$ cat config.mk
export PLATFORM = sky130hd
export DESIGN_NAME = decodificador_minutos_bcd
export DESIGN_NICKNAME = d
export VERILOG_FILES = /design/src/rtl/decodificador_minutos_bcd.sv
export SDC_FILE = /design/constraint.sdc
export NUM_CORES = 1
export LEC_CHECK = 0
export BUFFER_PORTS_ARGS = -buffer_cell sky130_fd_sc_hd__clkbuf_2
export CORE_MARGIN = 4
export CORE_UTILIZATION = 52
export DETAILED_ROUTE_END_ITERATION = 6
export PLACE_DENSITY = 0.77
export SYNTH_ARGS = -nofsm -noshare
export SYNTH_HDL_FRONTEND = slang
export SYNTH_SLANG_ARGS = --single-unit
$ cat constraint.sdc
create_clock -name clk -period 3.3 [get_ports clk]
set_input_delay 0.165 -clock clk [delete_from_list [all_inputs] [get_ports clk]]
set_output_delay 0.165 -clock clk [all_outputs]
set_load 0.005 [all_outputs]
$ cat src/rtl/decodificador_minutos_bcd.sv
// Converts a packed BCD minutes byte from the RTC into a binary minute counter.
// Optional auto-increment with hour carry is enabled by defining DECMIN_AUTOINC_EN.
//
// state     | meaning
// ESPERA    | idle, accepts a dato_valido strobe
// VALIDA    | captured byte being checked for legal BCD nibbles
// CONVIERTE | BCD converted to binary, checked against MOD_CUENTA
// CARGA     | converted value has been loaded into minutos
module decodificador_minutos_bcd #(
    parameter int MOD_CUENTA = 60
) (
    input  logic       clk,
    input  logic       reset,
    input  logic [7:0] datos_MM_in,
    input  logic       dato_valido,
    input  logic       incremento,
    output logic [5:0] minutos,
    output logic       ack,
    output logic       error_bcd,
    output logic       ocupado,
    output logic       acarreo_HH
);

    typedef enum logic [1:0] {ESPERA, VALIDA, CONVIERTE, CARGA} estado_t;

    estado_t    estado;
    logic [7:0] dato_reg;
    logic [6:0] decenas;
    logic [6:0] valor;
    logic       en_rango;

    function automatic logic bcd_ok(input logic [7:0] b);
        return (b[7:4] <= 4'd9) && (b[3:0] <= 4'd9);
    endfunction

    // tens*10 as tens*8 + tens*2
    assign decenas  = {3'b000, dato_reg[7:4]};
    assign valor    = (decenas << 3) + (decenas << 1) + {3'b000, dato_reg[3:0]};
    assign en_rango = (valor < 7'(MOD_CUENTA));

`ifdef DECMIN_AUTOINC_EN
    localparam logic [5:0] MIN_MAX = 6'(MOD_CUENTA - 1);
    logic acarreo_r;
    logic inc_permitido;

    // an increment coinciding with the load edge or the CARGA cycle is dropped
    assign inc_permitido = incremento && (estado != CARGA) &&
                           !((estado == CONVIERTE) && en_rango);
    assign acarreo_HH    = acarreo_r;
`else
    logic unused_incremento;
    assign unused_incremento = incremento;
    assign acarreo_HH        = 1'b0;
`endif

    // ack/error_bcd/ocupado are decided one edge early so they are visible
    // in the same cycle as the state they describe
    always_ff @(posedge clk or negedge reset) begin
        if (!reset) begin
            estado    <= ESPERA;
            dato_reg  <= 8'h00;
            minutos   <= 6'd0;
            ack       <= 1'b0;
            error_bcd <= 1'b0;
            ocupado   <= 1'b0;
`ifdef DECMIN_AUTOINC_EN
            acarreo_r <= 1'b0;
`endif
        end else begin
            ack <= 1'b0;
`ifdef DECMIN_AUTOINC_EN
            acarreo_r <= 1'b0;
            if (inc_permitido) begin
                if (minutos == MIN_MAX) begin
                    minutos   <= 6'd0;
                    acarreo_r <= 1'b1;
                end else begin
                    minutos <= minutos + 6'd1;
                end
            end
`endif
            case (estado)
                ESPERA: begin
                    if (dato_valido) begin
                        dato_reg <= datos_MM_in;
                        estado   <= VALIDA;
                        ocupado  <= 1'b1;
                        if (!bcd_ok(datos_MM_in)) begin
                            ack       <= 1'b1;
                            error_bcd <= 1'b1;
                        end
                    end
                end
                VALIDA: begin
                    if (!bcd_ok(dato_reg)) begin
                        estado  <= ESPERA;
                        ocupado <= 1'b0;
                    end else begin
                        estado <= CONVIERTE;
                        if (!en_rango) begin
                            ack       <= 1'b1;
                            error_bcd <= 1'b1;
                        end
                    end
                end
                CONVIERTE: begin
                    if (!en_rango) begin
                        estado  <= ESPERA;
                        ocupado <= 1'b0;
                    end else begin
                        estado    <= CARGA;
                        minutos   <= valor[5:0];
                        ack       <= 1'b1;
                        error_bcd <= 1'b0;
                    end
                end
                CARGA: begin
                    estado  <= ESPERA;
                    ocupado <= 1'b0;
                end
                default: begin
                    estado  <= ESPERA;
                    ocupado <= 1'b0;
                end
            endcase
        end
    end

endmodule

[Yosys cells after proc, flatten, opt, wreduce, memory -nomap -nowiden]
Cells that the tools add are included.
Cells by class
  $add $sub $neg: 2
  order comparisons: 5
  equal/unequal tests: 10
  multiplexer cells: 20
  reduce and logical (&&, ||, !) cells: 8
Operators by type and width (number)
  $le A4 B4 Y1 const B: 4
  $ne A2 B2 Y1 const B: 7
  $mux W1: 13
  $pmux W2 S4: 1
  $add A7 B4 Y7: 1
  $add A7 B5 Y7: 1
  $lt A7 B6 Y1 const B: 1
  $mux W2: 3
  $pmux W1 S3: 2
  $reduce_and A6 Y1: 1
  $eq A2 B2 Y1 const B: 2
  $pmux W1 S4: 1
  $reduce_and A2 Y1: 2
  $reduce_and A3 Y1: 1
  $reduce_bool A3 Y1: 1
  $eq A2 B1 Y1 const B: 1
  $logic_and A1 B1 Y1: 2
  $logic_not A2 Y1: 1
Word-level totals
  register bits after elaboration: 19
  input bits: 12
  output and inout port bits: 10
  logic and storage cells: 51

[Logic depth before layout (Yosys ltp)]
Gate-level depths: netlist of the first run.
  word-level depth: 6
  gate-level depth with buffers: 9
  gate-level depth less buffers: 9

[Worst setup path before layout of the first run]
No wires, ideal clock.
  path type: register to register
  start point: reg dato_reg[3]
  end point: reg minutos[0]
  setup time: 125 ps
  arrival time: 2582 ps
  required time: 3175 ps
  path slack: 593 ps
  cell stages (with the launch flop): 10
  buffers on the path: 0
  clock period less this slack: 2707 ps
  cells stage by stage: dfrtp_1 > inv_1 > fa_1 > inv_1 > fa_1 > xor2_1 > nand4b_1 > mux2i_1 > nor4_4 > mux2_2
On the way
  longest elaborated chain between the ends: 3
RTL lines
  start, declared: line 27  | logic [7:0] dato_reg;
  start signal, assigned: line 85  | dato_reg <= datos_MM_in;
  $add A7 B4 Y7: line 38  | assign valor = (decenas << 3) + (decenas << 1) + {3'b000, dato_reg[3:0]};
  $lt A7 B6 Y1: line 39  | assign en_rango = (valor < 7'(MOD_CUENTA));
  $reduce_and A2 Y1 (no source line)
  end signal, assigned: line 112  | minutos <= valor[5:0];
  end, declared: line 17  | output logic [5:0] minutos,
Every way passes these cells.
A chain may end at the register's enable or synchronous reset.

[Worst setup path in the final report of the first run]
  start point: reg dato_reg[3]
  end point: reg minutos[1]
The elaborated chain is that of the path after synthesis.

==> results of run 1 <==
==> Yosys cell counts (all sizes together) <==
cell type | n | area, µm²
a21boi | 1 | 7.51
a21o | 1 | 7.51
a21oi | 4 | 23.8
and4 | 1 | 8.76
buf | 1 | 7.51
clkbuf | 1 | 3.75
conb | 1 | 3.75
dfrtp | 19 | 475
fa | 2 | 40.0
ha | 7 | 87.6
inv | 6 | 22.5
mux2 | 11 | 124
mux2i | 1 | 10.0
nand2 | 4 | 17.5
nand2b | 1 | 6.26
nand3 | 1 | 5.00
nand4 | 1 | 6.26
nand4b | 1 | 8.76
nor2 | 2 | 7.51
nor3 | 1 | 5.00
nor3b | 1 | 7.51
nor4 | 1 | 21.3
o21ai | 9 | 45.0
or2 | 3 | 18.8
or3b | 1 | 8.76
xnor2 | 1 | 8.76
xor2 | 2 | 17.5
==> final cells by class <==
type	instances	area [µm²]	share of cell area (%)
clock inverters	1	5.00	0.429
multi-input cells	58	497	42.6
clock buffers	3	22.5	1.93
inverters	6	22.5	1.93
flip-flops and latches	19	475	40.8
repair buffers	21	113	9.66
well taps	25	31.3	2.68
==> metal layers <==
metal  vias to the layer above  part of all wire (%)  GRT usage (%)
met1                       333                    44           18.5
met2                        19                    50           28.9
met5                         -                     0              0
met4                         0                   1.3           6.55
met3                         4                   5.1           3.44
li1                        346                     -              -
==> logic make-up (layout without fill, tap and decap cells) <==
logic type,count (synthesis),after routing
flops,19,19
simple gates,18,18
compound gates,15,15
mux,12,12
fa+ha+maj,9,9
buf+inv,8,31
xor+xnor,3,3
other cells,1,1
==> power by group <==
part / leakage, nW / total [mW] / internal (mW) / switching, mW
clock network: 0.0177 / 0.117 / 0.0451 / 0.0720
registers: 0.228 / 0.425 / 0.347 / 0.0777
logic: 0.326 / 0.764 / 0.374 / 0.390
total: 0.571 / 1.31 / 0.767 / 0.540
==> placed cells by master, fill, tap and decap left out <==
cell type / count
dfrtp_1: 19
nand2_2: 1
nor3b_1: 1
nor4_4: 1
conb_1: 1
buf_4: 1
nand3_1: 1
mux2_2: 11
inv_1: 6
clkbuf_2: 19
nand4_1: 1
nor3_1: 1
dlygate4sd3_1: 1
and4_1: 1
ha_1: 7
clkbuf_4: 3
a21boi_0: 1
nand2_1: 3
or2_2: 3
a21oi_2: 1
fa_1: 2
clkinv_2: 1
nand2b_1: 1
mux2i_1: 1
a21oi_1: 3
or3b_1: 1
xnor2_1: 1
o21ai_0: 9
nand4b_1: 1
nor2_1: 2
xor2_1: 2
a21o_1: 1
==> repair_timing <==
item / in CTS / in global routing
hold buffers: 1 / 0
setup buffers: 0 / 0
endpoints found under the hold margin: 19 / 0
==> stage by stage <==
stage / setup WS [ps] / hold slack (ps)
after CTS: 283 / 63.7
after global routing: 88.8 / 87.8
after global placement: 354 / 135
final: 300 / 79.1
after detailed placement: 322 / 141
after floorplan: 593 / -131
==> how the worst min path moves through the flow <==
stage                        to  slack (ps)  depth (start not counted)
finish              dato_reg[4]          80                          3
CTS                 dato_reg[4]          60                          3
global route        dato_reg[6]          90                          3
floorplan                   ack        -130                          0
detailed placement   minutos[3]         140                          1
global placement     minutos[3]         130                          1
==> worst max-delay path: cells and delay by family, from the launching register on <==
kind / cells / cell delay, ps
buf+inv: 2 / 140
mux: 2 / 540
xor+xnor: 1 / 180
simple gates: 2 / 680
fa+ha+maj: 2 / 990
flops: 1 / 370
==> summary by stage, run 1 <==
Run status
The run finished with clean final reports.

Floorplanning
Row generation in the floorplan step produced 15 rows. Once the floorplan was initialized, standard cells occupied 56.4% of the core. During I/O placement, the number of pins put on the boundary was 22.

Measured along the y axis, the die boundary spans 52.0 µm. After floorplanning, the core was sized to cover 1780 µm². The floorplan step defined a die boundary enclosing 2700 µm².

The horizontal die dimension is 52.0 µm.

Logic synthesis
The dominant combinational cell family by area after synthesis is multiplexers. The xor/xnor share of the synthesized area is 2.61%. Of the total synthesized cell area, the portion taken by full adders, half adders and majority gates is 12.7%. The synthesized-area fraction occupied by ao, oa, aoi and oai cells is 8.33%.

Summing the areas of all and, or, nand and nor instances in the mapped netlist gives 12.1% of the synthesized area. Yosys printed 0 warnings. After synthesis, the netlist uses 29 different library cells. In this run, synthesis produced a sequential element count of 19. The portion of synthesized area spent on multiplexers is 13.3%.

The synthesized netlist net count is 106. For this run, the register share of the synthesized area comes to 47.3%. The gate count of the mapped netlist is 85. The post-synth design cell area is 1010 µm². After synthesis, the mean cell area works out to 11.8 µm².

Global routing
The global-route usage over all layers is 16.2%. The wire length of the first global-routing pass is 3.15 mm. The number of antenna violations at the first check in global routing is 0. The largest net degree at the start of global routing is 20.

The number of global-route vias before repair came to 717. After global routing the overflow that remains totals 0.

Setup path
Measured in cells, the most critical reg-to-reg path has a length of 9. STA puts the critical path data arrival time at 3190 ps. The path type of the worst setup path is reg2reg. Across all register-to-register paths, the minimum setup slack is 300 ps. The worst setup path is launched from a flop.

The worst setup path is captured at a flop. In this run the critical register-to-register path is launched from dato_reg[3]. The maximum fanout encountered on the critical timing path is 10.

The slowest stage of the critical path is the nor4_4 cell. Data on the critical path is required at its endpoint by 3490 ps. The endpoint identified for the worst register-to-register timing path is minutos[1].

The capture point of the critical path is minutos[1]. Tracing the worst setup path back leads to its startpoint at dato_reg[3]. The peak per-stage delay on the critical path is 570 ps. Traced cell by cell, the critical path runs through inv_1, fa_1, inv_1, fa_1, xor2_1, nand4b_1, mux2i_1, nor4_4, mux2_2.

Finish
The share of the core filled with cells in the final layout is 65.4%. The number of antenna diodes in the final layout is 0. The area growth from synthesis to final layout is 15.9%.

Cells with a size suffix above 1 make up 38.0% of the layout. After filler insertion, the fill cell instance count of the layout stands at 148. The number of flip-flops in the largest register is 8. The final-stage net count is 130. The number of standard cells in the final layout excluding fillers is 133. The finished cells cover 1170 µm².

Power
For this design the static power due to leakage is 0.571 nW. The peak supply drop is 0.668 mV. The power per cell area is 1120 nW/µm². Total power for the finished layout comes to 1.31 mW.

Detailed routing
The via density per instance is 5.28. For this run, design rule violations remaining after detail routing come to 0. For this block, the initial DRC count from the detailed router was 14. The first TritonRoute pass finished after 4 iterations.

The final wirelength is 1.76 mm. The detail route stage leaves a number of antenna-violating nets equal to 0. In the final routed layout, each cell accounts on average for 13.2 µm. The overall via count from detail_route is 702.

Min path
The type of the most critical hold path is in2reg. The worst hold path begins at datos_MM_in[4].

Timing
Headroom to the max-slew limit came out at 58.5%. In the final timing run, aggregate negative setup slack is 0 ps. The smallest clock period supported by the final layout is computed as 3000 ps. The number of endpoints with negative hold slack in the final report was 0. The fraction of the cycle the final worst path needs is 90.9%.

The max-slew violation total from the final report was 0. Setup violations remaining at the end of the flow were counted as 0. Setup repair after global routing left no endpoint under its margin. The final clock skew is 1.55 ps. At the pin with the least slew margin, the transition time is 618 ps. The highest clock rate is 333 MHz.

Flow run
The total of max-cap violations is 0.

Place
The placed instance area is 1130 µm². At the end of routability-driven placement, the weighted congestion stood at 0.787. After detailed placement, the design holds a cell count of 128. Input and output buffers added on the ports amount to 19. The total half-perimeter wirelength after legalization and detailed placement is 1.41 mm.

Clock tree
The tree built by TritonCTS fans out to 19 sinks. The clock tree buffer depth is 2. After clock tree synthesis, the clock-pin slew on the worst setup and hold paths is 110 ps. The tree is rooted in a clkbuf_4.

The clock latency on the worst-skew pair is 290 ps. The H-tree level count is 1. TritonCTS built the clock tree. Counting the buffers created by CTS gives 3.

Gates resized during post-CTS repair numbered 0.
Note: power is estimated with default switching activity, not from simulation.
==> run 2: changes to the inputs <==
- ABC_AREA: default -> 1
- BUFFER_PORTS_ARGS: -buffer_cell sky130_fd_sc_hd__clkbuf_2 -> -buffer_cell sky130_fd_sc_hd__buf_2
- CORE_UTILIZATION: 52 -> 53
- PLACE_DENSITY: 0.77 -> default
- PLACE_DENSITY_LB_ADDON: default -> 0.1
==> run 2 against run 1 <==
- via count is 19% higher
- final area is 3.9% higher
- global-route usage is 0.86 points higher
- largest cell class unchanged
==> summary by stage, run 2 <==
Detailed routing
In the routed layout, each cell is associated on average with a via count of 4.79. Signal routing reaches up to met4. The final layout contains routed wiring with a total length of 1.92 mm.

The detailed router finished its first iteration with 13 violations. The length of the first detailed-routing pass in iterations is 4. In the final routing, the length of wire on met1 measures 899 µm. The overall via count from detail_route is 834.

The remaining routing DRC violations is 0. Dividing the detail-routed wire length by the instance count gives 11.0 µm. The detail route stage leaves a number of antenna-violating nets equal to 0. The amount of wire on met2 after detailed routing is 930 µm. Summed over all nets, wire length on met3 after detailed routing comes to 74 µm.

Logic synthesis
After technology mapping, the gate count stands at 128. The number of nets handed over by synthesis was 149. The post-synthesis share of cell area spent on full adders, half adders and majority gates is 11.9%. In the synthesized netlist, the cells that appear most often are 35 x nand2_1, 23 x inv_1, 19 x dfrtp_1.

The biggest area contributor in the post-synthesis netlist is dfrtp_1. The sequential area share after synthesis is 44.4%. By area the synthesized netlist is led by dfrtp_1 44%, nand2_1 12%, ha_1 8.2%. The xor/xnor share of the synthesized area is 0%. The fraction of post-synthesis cell area in the top cell type by area is 44.4%. The basic-gate share of the synthesized area counting and, or, nand and nor cells is 22.7%. The multiplexer fraction of the synthesized cell area is 1.05%.

The count of yosys warnings during synthesis is 0. The count of different cell masters after synthesis is 22. After synthesis the cells add up to 1070 µm². The number of storage elements in the synthesis netlist is 19. The dominant combinational cell family by area after synthesis is simple AND/OR/NAND/NOR gates. The most used flip-flop cell after synthesis is dfrtp_1.

Yosys mapped a number of flops with a built-in enable equal to 0. Summing the areas of all compound-gate instances in the mapped netlist gives 9.01% of the synthesized area. Among all cell types in the netlist, the one instantiated most often is nand2_1.

The proportion of synthesized flip-flops having asynchronous set or reset is 100%. A synthesized cell averages 8.36 µm².

Power
The analysis attributes to cell leakage a power of 0.707 nW. The switching power total is 0.612 mW. The worst-case IR drop observed on VDD is 0.511 mV. The part of the power in registers is 32.0%. In this run, the combinational gates consume 59.0% of the power. Of the total power, the clock network draws 9.0%. Internal power comes to 0.695 mW. The design draws 1.31 mW. The power per cell area is 1080 nW/µm². The switching part of the total power is 46.8%.

Timing
The final critical-path setup slack is 820 ps. The final clock skew is 11.1 ps. The tightest hold margin is 109 ps. The total negative slack for setup checks is 0 ps. The fraction of the cycle the final worst path needs is 75.1%. Setup repair after global routing left no endpoint under its margin. The max-slew violation total from the final report was 0. The number of setup violations in the final report is 0.

The final critical-path required period is 2480 ps. The number of endpoints with negative hold slack in the final report was 0. Derived from the worst setup path, the maximum achievable clock frequency is 403 MHz.

Clock tree
The clock latency on the worst-skew pair is 300 ps. Buffers inserted to repair hold after CTS numbered 1. The CTS tree is built.

The H-tree level count is 1. The post-CTS resize count is 0. The longest clock path from root to sink contains 2 buffers.

The clock transition time at the flip-flop clock pins of the worst setup and hold paths is 120 ps. The post-CTS setup buffer count is 0. Counting the buffers created by CTS gives 3.

The tree built by TritonCTS fans out to 19 sinks. The tree is rooted in a clkbuf_4.

Finish
The antenna cell count is 0. The library cell used most frequently in the layout, excluding fill and tap cells, is nand2_1. The register with the most flip-flops in the layout has 8 of them.

The final-stage net count is 171. Compared with the post-synthesis result, the final layout area differs by 13.2%. The number of standard cells in the final layout excluding fillers is 174. The share of post-route cells with drive strength above 1 is 21.5%.

The post-route cell area is 1210 µm². The share of the core filled with cells in the final layout is 66.5%. The top cell types in the final layout, fill and taps aside, are 35 x nand2_1, 23 x inv_1, 19 x dfrtp_1, 19 x buf_2, 10 x nand3_1.

Place
The placed instances occupy a cell area of 1170 µm². The total half-perimeter wirelength after legalization and detailed placement is 1.52 mm. Buffers placed on the I/O ports in this run total 19. The post-placement cell count is 169. The final estimated routing congestion in global placement is 0.748.

Before CTS, the worst setup slack after placement is 851 ps.

Run status
The run finished with clean final reports.

Floorplanning
The die height is 52.9 µm. The effective utilization at floorplan is 58.8%. The floorplan has 15 rows.

The die covers 2800 µm². 22 I/O pins were placed. The core region is 1820 µm². The floorplan step set the die width to 52.9 µm.

Setup path
The critical path launch point type is a flop. For the worst setup path, the data required time is 3540 ps. The maximum fanout encountered on the critical timing path is 13. STA puts the critical path data arrival time at 2720 ps. The type of destination of the critical path is a flop.

The critical path is of the reg2reg type.

Global routing
Entering global routing, the biggest net connects 20 pins. The overflow left after global routing is 0. The global-route usage over all layers is 17.0%. The number of antenna violations at the first check in global routing is 0.

The wire length of the first global-routing pass is 3.49 mm. The number of global-route vias before repair is 830.

Min path
The type of the most critical hold path is in2reg.

Flow run
The total of max-cap violations is 0.
run 2: changes by cell type in the layout (fill, tap and decap cells not counted), sizes merged, moves of 2 or more:
cell,previous run,this run
or2,3,0
clkbuf,22,3
mux2,11,1
xor2,2,0
nand2,4,37
nor2,2,5
buf,1,19
inv,6,24
nand3,1,12
run 2: worst max-delay path, stage by stage, from the launching register on:
cell	delay [ps]
dfrtp_1	390
inv_1	70
fa_1	530
inv_1	70
fa_1	480
nand2_1	130
nand3_1	90
nand3_1	70
nand2_1	60
inv_1	100
nand3_4	180
inv_2	140
nand2_1	70
nand2_1	50
run 2: final cells by class:
| type | count | area, µm² |
|---|---|---|
| clock buffer | 3 | 22.5 |
| multi-input combinational | 82 | 482 |
| timing repair buffer | 20 | 105 |
| inverter | 24 | 90.1 |
| sequential | 19 | 475 |
| tap | 25 | 31.3 |
| clock inverter | 1 | 5.00 |
| fill | 165 | 609 |
run 2: power groups by stage:
stage / registers, mW / logic, mW / clock network (mW)
floorplan: 0.415 / 0.604 / 0
global placement: 0.419 / 0.752 / 0
detailed placement: 0.425 / 0.780 / 0
CTS: 0.420 / 0.781 / 0.122
global route: 0.437 / 0.895 / 0.133
finish: 0.418 / 0.771 / 0.118
run 2: cells by family after synthesis:
| logic type | Yosys count |
|---|---|
| multiplexers | 1 |
| flip-flops | 19 |
| other | 1 |
| adder cells (fa/ha/maj) | 9 |
| AND/OR/NAND/NOR | 54 |
| buffers and inverters | 27 |
| AO/OA/AOI/OAI | 17 |
run 2: path summary, 6_finish.rpt:
path / from / endpoint / slack, ps / cells past startpoint
setup / recovery: dato_reg[3] / minutos[3] / 820 / 13
hold / removal: datos_MM_in[0] / dato_reg[0] / 110 / 2
setup reg to reg: dato_reg[3] / minutos[3] / 820 / 13
hold reg to reg: minutos[3] / minutos[3] / 490 / 2
max in group asynchronous: reset / error_bcd / 2670 / 2
min in group asynchronous: reset / dato_reg[7] / 320 / 2
run 2: layer usage:
layer	GRT usage, %	vias up
li1	-	439
met1	21.6	376
met2	29.1	17
met3	3.38	2
met4	5.11	0
met5	0	-
